<file path="src/rtl/booth_multiplier_r4.sv">
// Iterative radix-4 Booth multiplier with per-operation signed/unsigned mode.
// Each CALC cycle retires two multiplier bits. WIDTH must be even and at least 4.
module booth_multiplier_r4 #(
    parameter int unsigned WIDTH = 8
) (
    input  logic                 clk,
    input  logic                 rst,
    input  logic                 start,
    input  logic                 signed_mode,
    input  logic [WIDTH-1:0]     X,
    input  logic [WIDTH-1:0]     Y,
    output logic [2*WIDTH-1:0]   Z,
    output logic                 valid,
    output logic                 busy
);

    // Radix-4 steps per operation; derived, not overridable.
    localparam int unsigned ITER = WIDTH / 2 + 1;
    // Extended operand width (one guard bit pair so unsigned operands stay positive).
    localparam int unsigned XW   = WIDTH + 2;
    // Accumulator width; wide enough that +/-2*Xext never overflows.
    localparam int unsigned AW   = WIDTH + 4;
    localparam int unsigned CW   = $clog2(ITER + 1);

    typedef enum logic [1:0] {
        IDLE = 2'd0,
        CALC = 2'd1,
        DONE = 2'd2
    } state_t;

    state_t               state_q, state_d;
    logic [XW-1:0]        xext_q, xext_d;
    logic [XW-1:0]        mul_q, mul_d;
    logic                 ym1_q, ym1_d;
    logic [AW-1:0]        acc_q, acc_d;
    logic [CW-1:0]        cnt_q, cnt_d;
    logic [2*WIDTH-1:0]   z_q, z_d;
    logic                 valid_q, valid_d;
    logic                 busy_q, busy_d;

    logic [AW-1:0]        x_sx;
    logic [AW-1:0]        pp;
    logic [AW-1:0]        acc_sum;
    logic [AW-1:0]        acc_sh;
    logic [XW-1:0]        mul_sh;

    // Booth recoding of the current triplet and one accumulate/shift step.
    always_comb begin
        x_sx = {{2{xext_q[XW-1]}}, xext_q};
        pp   = '0;
        case ({mul_q[1:0], ym1_q})
            3'b001, 3'b010: pp = x_sx;
            3'b011:         pp = x_sx << 1;
            3'b100:         pp = AW'(-(x_sx << 1));
            3'b101, 3'b110: pp = AW'(-x_sx);
            default:        pp = '0;
        endcase
        acc_sum = acc_q + pp;
        acc_sh  = {{2{acc_sum[AW-1]}}, acc_sum[AW-1:2]};
        mul_sh  = {acc_sum[1:0], mul_q[XW-1:2]};
    end

    // Next-state and registered-output logic.
    always_comb begin
        state_d = state_q;
        xext_d  = xext_q;
        mul_d   = mul_q;
        ym1_d   = ym1_q;
        acc_d   = acc_q;
        cnt_d   = cnt_q;
        z_d     = z_q;
        valid_d = valid_q;
        busy_d  = busy_q;
        case (state_q)
            IDLE, DONE: begin
                if (start) begin
                    xext_d  = signed_mode ? {{2{X[WIDTH-1]}}, X} : {2'b00, X};
                    mul_d   = signed_mode ? {{2{Y[WIDTH-1]}}, Y} : {2'b00, Y};
                    ym1_d   = 1'b0;
                    acc_d   = '0;
                    cnt_d   = '0;
                    state_d = CALC;
                    busy_d  = 1'b1;
                    valid_d = 1'b0;
                end
            end
            CALC: begin
                acc_d = acc_sh;
                mul_d = mul_sh;
                ym1_d = mul_q[1];
                cnt_d = cnt_q + CW'(1);
                if (cnt_q == CW'(ITER - 1)) begin
                    // Product occupies {acc, mul}; keep its low 2*WIDTH bits.
                    z_d     = {acc_sh[WIDTH-3:0], mul_sh};
                    state_d = DONE;
                    busy_d  = 1'b0;
                    valid_d = 1'b1;
                end
            end
            default: state_d = IDLE;
        endcase
    end

    // State and datapath registers; asynchronous active-low reset.
    always_ff @(posedge clk or negedge rst) begin
        if (!rst) begin
            state_q <= IDLE;
            xext_q  <= '0;
            mul_q   <= '0;
            ym1_q   <= 1'b0;
            acc_q   <= '0;
            cnt_q   <= '0;
            z_q     <= '0;
            valid_q <= 1'b0;
            busy_q  <= 1'b0;
        end else begin
            state_q <= state_d;
            xext_q  <= xext_d;
            mul_q   <= mul_d;
            ym1_q   <= ym1_d;
            acc_q   <= acc_d;
            cnt_q   <= cnt_d;
            z_q     <= z_d;
            valid_q <= valid_d;
            busy_q  <= busy_d;
        end
    end

    assign Z     = z_q;
    assign valid = valid_q;
    assign busy  = busy_q;

endmodule

</file>
<file path="config.mk">
export PLATFORM = sky130hd
export DESIGN_NAME = booth_multiplier_r4
export DESIGN_NICKNAME = d
export VERILOG_FILES = /design/src/rtl/booth_multiplier_r4.sv
export SDC_FILE = /design/constraint.sdc
export NUM_CORES = 1
export LEC_CHECK = 0
export BUFFER_PORTS_ARGS = -buffer_cell sky130_fd_sc_hd__buf_4
export CAP_MARGIN = 40
export CORE_UTILIZATION = 59
export DETAILED_ROUTE_END_ITERATION = 12
export PLACE_DENSITY_LB_ADDON = 0.12
export SYNTH_ARGS = -nofsm -noshare
export SYNTH_HDL_FRONTEND = slang
export SYNTH_SLANG_ARGS = --single-unit
export TNS_END_PERCENT = 100
</file>
<file path="constraint.sdc">
create_clock -name clk -period 4 [get_ports clk]
set_input_delay 0 -clock clk [delete_from_list [all_inputs] [get_ports clk]]
set_output_delay 0 -clock clk [all_outputs]
set_load 0.01 [all_outputs]
</file>
==> flow_summary.json, run 1 <==
{
  "pin_count": 38,
  "leakage_uw": 0.00174,
  "area_delta_synth_final_pct": 19.1,
  "tightestPinTransition_ps": 860,
  "number_of_drc_markers_in_iteration_0": 205,
  "cp_num_buf_inv": 1,
  "tritoncts_clock_tree": "built",
  "drc": 0,
  "setup_total_negative_slack_ps": 0,
  "die_w_um": 76.1,
  "grt_max_degree": 54,
  "yosysTopAreaCellShare_pct": 41.0,
  "worst_path_largest_cell_delay_ps": 550,
  "postRouteWirelength_mm": 7.04,
  "arrival_ps": 3960,
  "postSynthCellCount": 338,
  "max_freq_mhz": 269,
  "place_hpwl_mm": 4.92,
  "final-max-slew-violation-count": 0,
  "final_min_period_over_clock_period_pct": 92.8,
  "post_drt_via_cell_ratio": 5.80,
  "cellPowerDensity_nw_per_um2": 958,
  "gpl.final_weighted_congestion": 0.879,
  "postSynthRegisterBits": 53,
  "number_of_sinks_handled_by_clock_tree_synthesis": 53,
  "crit_path_end_kind": "flip-flop",
  "yosysWarnings": 0,
  "timing.critical_path.max_delay_family": "simple AND/OR/NAND/NOR gates",
  "die_area_um2": 5780,
  "asyncSetResetFlopFracSynth_pct": 100,
  "initial_utilization_pct": 62.2,
  "grt_first_pass_wirelength_mm": 12.0,
  "vias_in_the_first_global_route": 2518,
  "finalNetCount": 423,
  "cp-startpoint": "xext_q[0]$_DFFE_PN0P_",
  "grt_overflow_total": 0,
  "hp-class": "input pin to asynchronous set/reset pin",
  "timing.critical_path.to": "acc_q[10]$_DFFE_PN0P_",
  "cp_cell_sequence": "inv_1 > ha_1 > or4b_4 > nor2_8 > mux2i_1 > o22ai_1 > a21oi_1 > o21ai_1 > ha_1 > a21oi_1 > nor2b_1 > a2111oi_1 > o21bai_1 > xor2_1 > or3_1 > o21ai_2",
  "setup_violators_final": 0,
  "netlist_area_um2": 3240,
  "die_height_um": 76.1,
  "clkTransAtPathRegs_ps": 100,
  "r2r_slack_ps": 290,
  "timing_hold_violations_final": 0,
  "worst_r2r_startpoint": "xext_q[0]$_DFFE_PN0P_",
  "synth.avg_cell_area_um2": 9.57,
  "numCtsBuffers": 5,
  "cts_max_path_bufs": 2,
  "number_of_enable_type_register_cells_in_the_synthesized_netlist": 0,
  "detail_route.wl_per_cell_um": 15.3,
  "max-cap-violations": 0,
  "cts.htree.levels": 2,
  "finalPower_uw": 3690,
  "relSlewSlack_pct": 42.4,
  "drive_gt1_share_pct": 19.0,
  "port-buffer-count": 37,
  "cp-start-kind": "flip-flop",
  "placementRows": 26,
  "status": "completed",
  "synth_fp_nets": 373,
  "fin_worst_skew_ps": 8.30,
  "post_dp_cell_area_um2": 3570,
  "synth.area.top_cells": "dfrtp_1, ha_1, mux2_2",
  "floorplan.core_area_um2": 5200,
  "final.min_clock_period_ps": 3710,
  "crit_fanout": 6,
  "nFillCells": 371,
  "gr-usage-all-layers_pct": 25.8,
  "yosysUniqueCellTypes": 51,
  "critical_path.slowest_cell": "or4b_4",
  "reg2regPathDepth": 16,
  "route.vias.total": 2661,
  "cp_data_required_time_ps": 4250,
  "sequential_share_of_the_synthesized_area_pct": 41.0,
  "antennaDiodeCount": 0,
  "worstSkewPairLatency_ps": 310,
  "detailedRoute.firstPassIterationCount": 4,
  "worst_path_depth": 16,
  "rr_endpoint": "acc_q[10]$_DFFE_PN0P_",
  "clockRootBuffer": "clkbuf_8",
  "max-vdd-ir-drop_uv": 577,
  "worst-setup-path-type": "flip-flop to flip-flop",
  "final_design_area_no_fill_um2": 3850,
  "synth_area_leader_cell": "dfrtp_1",
  "antenna_violating_nets_post_route": 0,
  "grt_antenna_before_repair": 0,
  "synth_ff_type": "dfrtp_1"
}
layer usage:
metal  vias to the layer above  share of wire, %  global-route usage [%]
met4                         0               1.8                    9.23
met5                         -                 0                       0
met3                         9               4.0                    3.95
met2                        67                48                    41.5
li1                       1309                 -                       -
met1                      1276                46                    35.6
state kept, by name, indices dropped and copies added (netlist names):
signal	cells
mul_q	10
Z	16
xext_q	9
cnt_q	3
acc_q	10
busy	1
valid	1
state_q	2
ym1_q	1
kinds of logic (layout without fill, tap and decap cells):
logic type	count (synthesis)	after routing	share of synthesized area [%]
simple gates	93	93	14.0
mux	30	30	10.1
buf+inv	33	84	4.37
xor+xnor	19	19	5.14
compound gates	95	95	19.4
flops	53	53	41.0
fa+ha+maj	15	15	6.03
cells in the mapped netlist, types with 3 or more instances:
master and number:
a211oi_1 3, clkbuf_1 13, a22oi_1 6, nor2b_1 7
mux2i_1 10, nand2_1 36, mux2_1 7, inv_1 13
or3_1 4, o21ai_0 13, xnor2_1 14, nor3b_1 3
o211ai_1 3, xor2_1 5, nand3_1 7, dfrtp_1 53
ha_1 14, a21oi_1 14, o21a_1 6, a221oi_1 3
a21o_1 3, a22o_1 8, nand2b_1 3, nor3_1 3
o21ai_1 21, nor2_1 23, buf_1 3, mux2_2 13
worst register-to-register path: cells and delay by family (launching register included):
kind | cells | cell delay, ps
xor gates and xnor gates | 1 | 160
buffers and inverters | 1 | 110
AOI/OAI and AO/OA | 7 | 1080
DFF | 1 | 420
and+or+nand+nor | 4 | 1110
adders and majority gates | 2 | 570
muxes | 1 | 210
report_power, final:
part / switching, uW / leakage [uW] / internal [uW]
Sequential: 281 / 0.000654 / 805
Clock: 181 / 0.0000456 / 125
Combinational: 1210 / 0.00104 / 1090
through the flow:
stage	cells	util, %	hold slack (ps)	setup WS [ps]
floorplan	338	-	-296	492
global placement	431	68.4	81.9	293
detailed placement	432	68.7	89.9	192
CTS	459	74.0	294	159
global route	459	74.1	355	-26.4
finish	459	74.1	267	289
layout make-up:
class | instances | area (um2) | area share (%)
sequential | 53 | 1330 | 34.4
inverter | 13 | 48.8 | 1.27
multi-input combinational | 252 | 1780 | 46.1
timing repair buffer | 63 | 528 | 13.7
clock inverter | 2 | 13.8 | 0.357
tap | 70 | 87.6 | 2.27
clock buffer | 6 | 72.6 | 1.88
worst min-delay path by stage:
stage,depth (start not counted),startpoint,endpoint,slack (ps)
global placement,1,rst,acc_q[5]$_DFFE_PN0P_,80
finish,2,rst,xext_q[6]$_DFFE_PN0P_,270
detailed placement,1,rst,acc_q[5]$_DFFE_PN0P_,90
floorplan,0,rst,Z[0]$_DFFE_PN0P_,-300
global route,2,rst,acc_q[4]$_DFFE_PN0P_,350
CTS,2,rst,acc_q[10]$_DFFE_PN0P_,290
placed cells by master, fill, tap and decap left out, drive strengths merged, types with 2 or more instances in the layout:
cell type and instances:
dfrtp 53, buf 44, nand2 36, o21ai 35, nor2 25, mux2 20
dlygate4sd3 19, xnor2 14, a21oi 14, ha 14, inv 14, mux2i 10
a22o 8, nand3 7, nor2b 7, o21a 6, a22oi 6, clkbuf 6
xor2 5, or3 4, o211ai 4, a221oi 3, nor3 3, a211oi 3
nand2b 3, a21o 3, nor3b 3, a32oi 2, o22ai 2, o31ai 2
timing repair:
| item | 4_1_cts | 5_1_grt |
|---|---|---|
| setup buffers | 0 | 0 |
| endpoints found under the hold margin | 73 | 0 |
| hold buffers | 19 | 0 |
| endpoints found under the setup margin | 0 | 1 |
| gates resized for setup | 0 | 2 |
No activity file was read; power rests on OpenSTA's default activity.
==> run 2, diff against run 1 <==
SETUP_SLACK_MARGIN = 0.5   (was unset)
==> flow_summary.json, run 2 (synthesized netlist as in run 1, its figures left out) <==
{
  "antennaDiodeCount": 0,
  "drc": 0,
  "leakage_uw": 0.00183,
  "final_min_period_over_clock_period_pct": 88.4,
  "setup_total_negative_slack_ps": 0,
  "cellPowerDensity_nw_per_um2": 998,
  "numCtsBuffers": 5,
  "crit_fanout": 5,
  "route.vias.total": 2781,
  "area_delta_synth_final_pct": 25.9,
  "worstSkewPairLatency_ps": 310,
  "timing_hold_violations_final": 0,
  "placementRows": 26,
  "relSlewSlack_pct": 40.5,
  "clockRootBuffer": "clkbuf_8",
  "drive_gt1_share_pct": 26.3,
  "crit_path_end_kind": "flip-flop",
  "cts.htree.levels": 2,
  "grt_overflow_total": 0,
  "largest_register_ffs": 16,
  "max-vdd-ir-drop_uv": 662,
  "multiInputGateArea_um2": 1850,
  "mostFrequentLayoutCells": "buf_4, dfrtp_1, nand2_1",
  "setup_violators_final": 0,
  "cp-startpoint": "xext_q[1]$_DFFE_PN0P_",
  "worst-setup-path-type": "flip-flop to flip-flop",
  "final.min_clock_period_ps": 3540,
  "place_hpwl_mm": 4.94,
  "final-max-slew-violation-count": 0,
  "post_drt_via_cell_ratio": 5.83,
  "initial_utilization_pct": 62.2,
  "port-buffer-count": 37,
  "cp_data_required_time_ps": 4240,
  "max-cap-violations": 0,
  "cts_max_path_bufs": 2,
  "cp-start-kind": "flip-flop",
  "antenna_violating_nets_post_route": 0,
  "layout.cells.most_common": "buf_4",
  "number_of_drc_markers_in_iteration_0": 194,
  "vias_in_the_first_global_route": 2648,
  "tightestPinTransition_ps": 888,
  "hp-class": "input pin to asynchronous set/reset pin",
  "final.hold.worst_slack_ps": 255,
  "fin_worst_skew_ps": 4.45,
  "detailedRoute.firstPassIterationCount": 4,
  "detail_route.wl_per_cell_um": 16.0,
  "grt_first_pass_wirelength_mm": 12.4,
  "postRouteWirelength_mm": 7.63,
  "sequential_cell_area_um2": 1330,
  "arrival_ps": 3780,
  "nFillCells": 344,
  "die_area_um2": 5780,
  "finalNonFillerCells": 477,
  "grt_antenna_before_repair": 0,
  "die_height_um": 76.1,
  "gr-usage-all-layers_pct": 27.0,
  "post-place-cells": 431,
  "number_of_sinks_handled_by_clock_tree_synthesis": 53,
  "pin_count": 38,
  "gpl.final_weighted_congestion": 0.916,
  "tritoncts_clock_tree": "built",
  "status": "completed",
  "worst_r2r_startpoint": "xext_q[1]$_DFFE_PN0P_",
  "grt_max_degree": 54,
  "max_freq_mhz": 283,
  "die_w_um": 76.1,
  "floorplan.core_area_um2": 5200,
  "grt_setup_unrepaired": "true",
  "post_dp_cell_area_um2": 3570,
  "final_design_area_no_fill_um2": 4070,
  "clkTransAtPathRegs_ps": 90,
  "finalNetCount": 441
}
## run 2: per-stage QoR
| step | total power [uW] | setup WS [ps] | utilization [%] |
|---|---|---|---|
| 5_1_grt | 4390 | 321 | 78.2 |
| 3_3_place_gp | 3280 | 229 | 68.3 |
| 2_1_floorplan | 2780 | 512 | - |
| 3_5_place_dp | 3350 | 74.5 | 68.6 |
| 6_report | 4060 | 463 | 78.2 |
| 4_1_cts | 3830 | 503 | 75.9 |
## run 2: worst paths after layout
path / depth (start not counted) / end / slack [ps]
max in group asynchronous: 2 / mul_q[0]$_DFFE_PN0P_ / 3260
worst max register to register: 15 / acc_q[10]$_DFFE_PN0P_ / 460
worst min register to register: 1 / Z[7]$_DFFE_PN0P_ / 510
min in group clk: 3 / state_q[1]$_DFFE_PN0P_ / 440
worst min-delay path: 2 / acc_q[7]$_DFFE_PN0P_ / 260
worst max-delay path: 15 / acc_q[10]$_DFFE_PN0P_ / 460
## run 2: area by class of cell
class | count | share of cell area, %
multi-input combinational | 252 | 45.5
timing repair buffer | 81 | 16.3
sequential | 53 | 32.7
clock buffer | 6 | 1.78
inverter | 13 | 1.20
clock inverter | 2 | 0.369
tap | 70 | 2.15
## run 2: critical path: stages (launching register included)
cell and delay [ps]:
dfrtp_1 430, or4_4 590, nor2_1 150, nand2_1 130, nand2_1 100, xnor2_1 160, a22oi_1 130, a21oi_1 250
ha_1 320, nand3_1 120, nor2_1 70, a2111oi_2 310, o21bai_1 140, xor2_1 160, or3_1 330, o21ai_2 60
## run 2: what timing repair did
item / CTS / global route
hold buffers: 20 / 0
pin swaps: 8 / 13
endpoints found under the setup margin: 1 / 1
setup buffers: 9 / 9
endpoints found under the hold margin: 73 / 0
resized for setup: 9 / 11
## run 2: per-layer routing
metal	vias up	track usage (%)	wire length (um)
met1	1349	36.5	3390
met2	71	45.0	3730
li1	1341	-	-
met3	20	3.59	304
met4	0	9.42	204
met5	-	0	0
## run 2: report_power, final
part | switching [uW] | internal (uW)
Clock | 178 | 124
Sequential | 287 | 808
Combinational | 1360 | 1310
==> run 3, diff against run 2 <==
clock period = 3.92 ns   (was 4 ns; I/O delays follow)
==> flow_summary.json, run 3 (synthesized netlist as in run 1, its figures left out) <==
{
  "die_height_um": 76.1,
  "route.vias.total": 2734,
  "final-max-slew-violation-count": 0,
  "gpl.final_weighted_congestion": 0.862,
  "die_area_um2": 5780,
  "relSlewSlack_pct": 51.7,
  "max-cap-violations": 0,
  "cts_max_path_bufs": 2,
  "max-vdd-ir-drop_uv": 524,
  "die_w_um": 76.1,
  "grt_antenna_before_repair": 0,
  "fin_worst_skew_ps": 4.96,
  "tritoncts_clock_tree": "built",
  "final.hold.worst_slack_ps": 258,
  "final.min_clock_period_ps": 3560,
  "detail_route.wl_per_cell_um": 15.9,
  "port-buffer-count": 37,
  "place_hpwl_mm": 4.98,
  "mostFrequentLayoutCells": "buf_4, dfrtp_1, nand2_1",
  "vias_in_the_first_global_route": 2631,
  "drive_gt1_share_pct": 23.9,
  "pin_count": 38,
  "cp-start-kind": "flip-flop",
  "grt_max_degree": 54,
  "postLayoutCoreUtil_pct": 77.1,
  "worstSkewPairLatency_ps": 300,
  "numCtsBuffers": 5,
  "gr-usage-all-layers_pct": 27.8,
  "rr_endpoint": "acc_q[10]$_DFFE_PN0P_",
  "finalNonFillerCells": 472,
  "number_of_sinks_handled_by_clock_tree_synthesis": 53,
  "post_drt_via_cell_ratio": 5.79,
  "timing.critical_path.to": "acc_q[10]$_DFFE_PN0P_",
  "postRouteWirelength_mm": 7.51,
  "finalNetCount": 436,
  "clkTransAtPathRegs_ps": 100,
  "grt_overflow_total": 0,
  "cts.htree.levels": 2,
  "area_delta_synth_final_pct": 24.0,
  "timing_hold_violations_final": 0,
  "leakage_uw": 0.00182,
  "layout.cells.most_common": "buf_4",
  "antennaDiodeCount": 0,
  "cellPowerDensity_nw_per_um2": 1020,
  "tightestPinTransition_ps": 723,
  "post-place-cells": 431,
  "drc": 0,
  "placementRows": 26,
  "arrival_ps": 3800,
  "crit_path_end_kind": "flip-flop",
  "max_freq_mhz": 281,
  "reg2regPathDepth": 15,
  "grt_setup_unrepaired": "true",
  "cp-startpoint": "xext_q[1]$_DFFE_PN0P_",
  "cp_data_required_time_ps": 4160,
  "final_min_period_over_clock_period_pct": 90.9,
  "largest_register_ffs": 16,
  "worst_r2r_startpoint": "xext_q[1]$_DFFE_PN0P_",
  "grt_first_pass_wirelength_mm": 12.8,
  "antenna_violating_nets_post_route": 0,
  "r2r_slack_ps": 360,
  "crit_fanout": 6,
  "hp-class": "input pin to asynchronous set/reset pin",
  "initial_utilization_pct": 62.2,
  "detailedRoute.firstPassIterationCount": 5,
  "setup_violators_final": 0,
  "setup_total_negative_slack_ps": 0,
  "status": "completed",
  "nFillCells": 356,
  "floorplan.core_area_um2": 5200,
  "worst-setup-path-type": "flip-flop to flip-flop",
  "number_of_drc_markers_in_iteration_0": 235,
  "clockRootBuffer": "clkbuf_8"
}
==> run 3: cell count changes in the layout (fill, tap and decap cells not counted), moves of 2 or more <==
| cell | delta |
|---|---|
| o21ai_1 | -2 |
| buf_4 | -4 |
| dfrtp_2 | -2 |
| a21oi_1 | +2 |
| clkinvlp_4 | -2 |
| o21ai_2 | +2 |
| a21oi_2 | -2 |
| dfrtp_1 | +2 |
==> run 3: what timing repair did <==
item                                   in CTS  in global routing
hold buffers                               19                  0
setup endpoints to repair                   1                  2
setup buffers                              10                  4
endpoints found under the hold margin      73                  0
pin swaps                                   8                  7
resized for setup                           6                  1
==> run 3: critical path, cell delays in order (launching register included) <==
cell	delay, ps
dfrtp_1	430
inv_2	100
ha_4	160
or4b_4	530
buf_4	180
a31o_1	200
a32oi_1	180
o21ai_2	110
ha_1	360
nand3_1	100
nor2_1	60
a2111oi_1	420
o21bai_1	120
xor2_1	170
or3_1	330
o21ai_2	60
==> run 3: through the flow <==
step / total power (uW) / instance area (um2) / setup slack, ps
6_report: 4070 / 4010 / 358
5_1_grt: 4410 / 4010 / 268
4_1_cts: 3990 / 3980 / 434
3_5_place_dp: 3450 / 3580 / 134
3_3_place_gp: 3380 / 3570 / 228
2_1_floorplan: 2860 / 3250 / 504
==> run 3: worst min path at each step <==
stage                                  endpoint  depth (start not counted)  start
after floorplan                Z[0]$_DFFE_PN0P_                          0    rst
after global placement    xext_q[4]$_DFFE_PN0P_                          1    rst
after detailed placement  xext_q[3]$_DFFE_PN0P_                          1    rst
after CTS                 xext_q[5]$_DFFE_PN0P_                          2    rst
after global routing      xext_q[3]$_DFFE_PN0P_                          2    rst
final                     xext_q[3]$_DFFE_PN0P_                          2    rst
==> run 3: cell type report <==
cell class	instances	area (um2)	area share, %
inverter	13	48.8	1.22
clock inverter	2	38.8	0.967
tap	70	87.6	2.18
multi-input combinational	252	1810	45.1
clock buffer	6	72.6	1.81
timing repair buffer	76	626	15.6
sequential	53	1330	33.1
==> run 3: where the power goes <==
part           total [uW]  leakage [uW]  internal (uW)  switching, uW
Clock                 374     0.0000554            192            182
Combinational        2590       0.00111           1260           1330
Sequential           1110      0.000653            823            287
==> run 3: layer usage <==
layer	up-vias	GRT usage, %	share of wire [%]
met5	-	0	0
met4	0	8.85	1.6
met3	13	4.79	4.7
met2	80	46.9	49
met1	1301	36.4	45
li1	1340	-	-
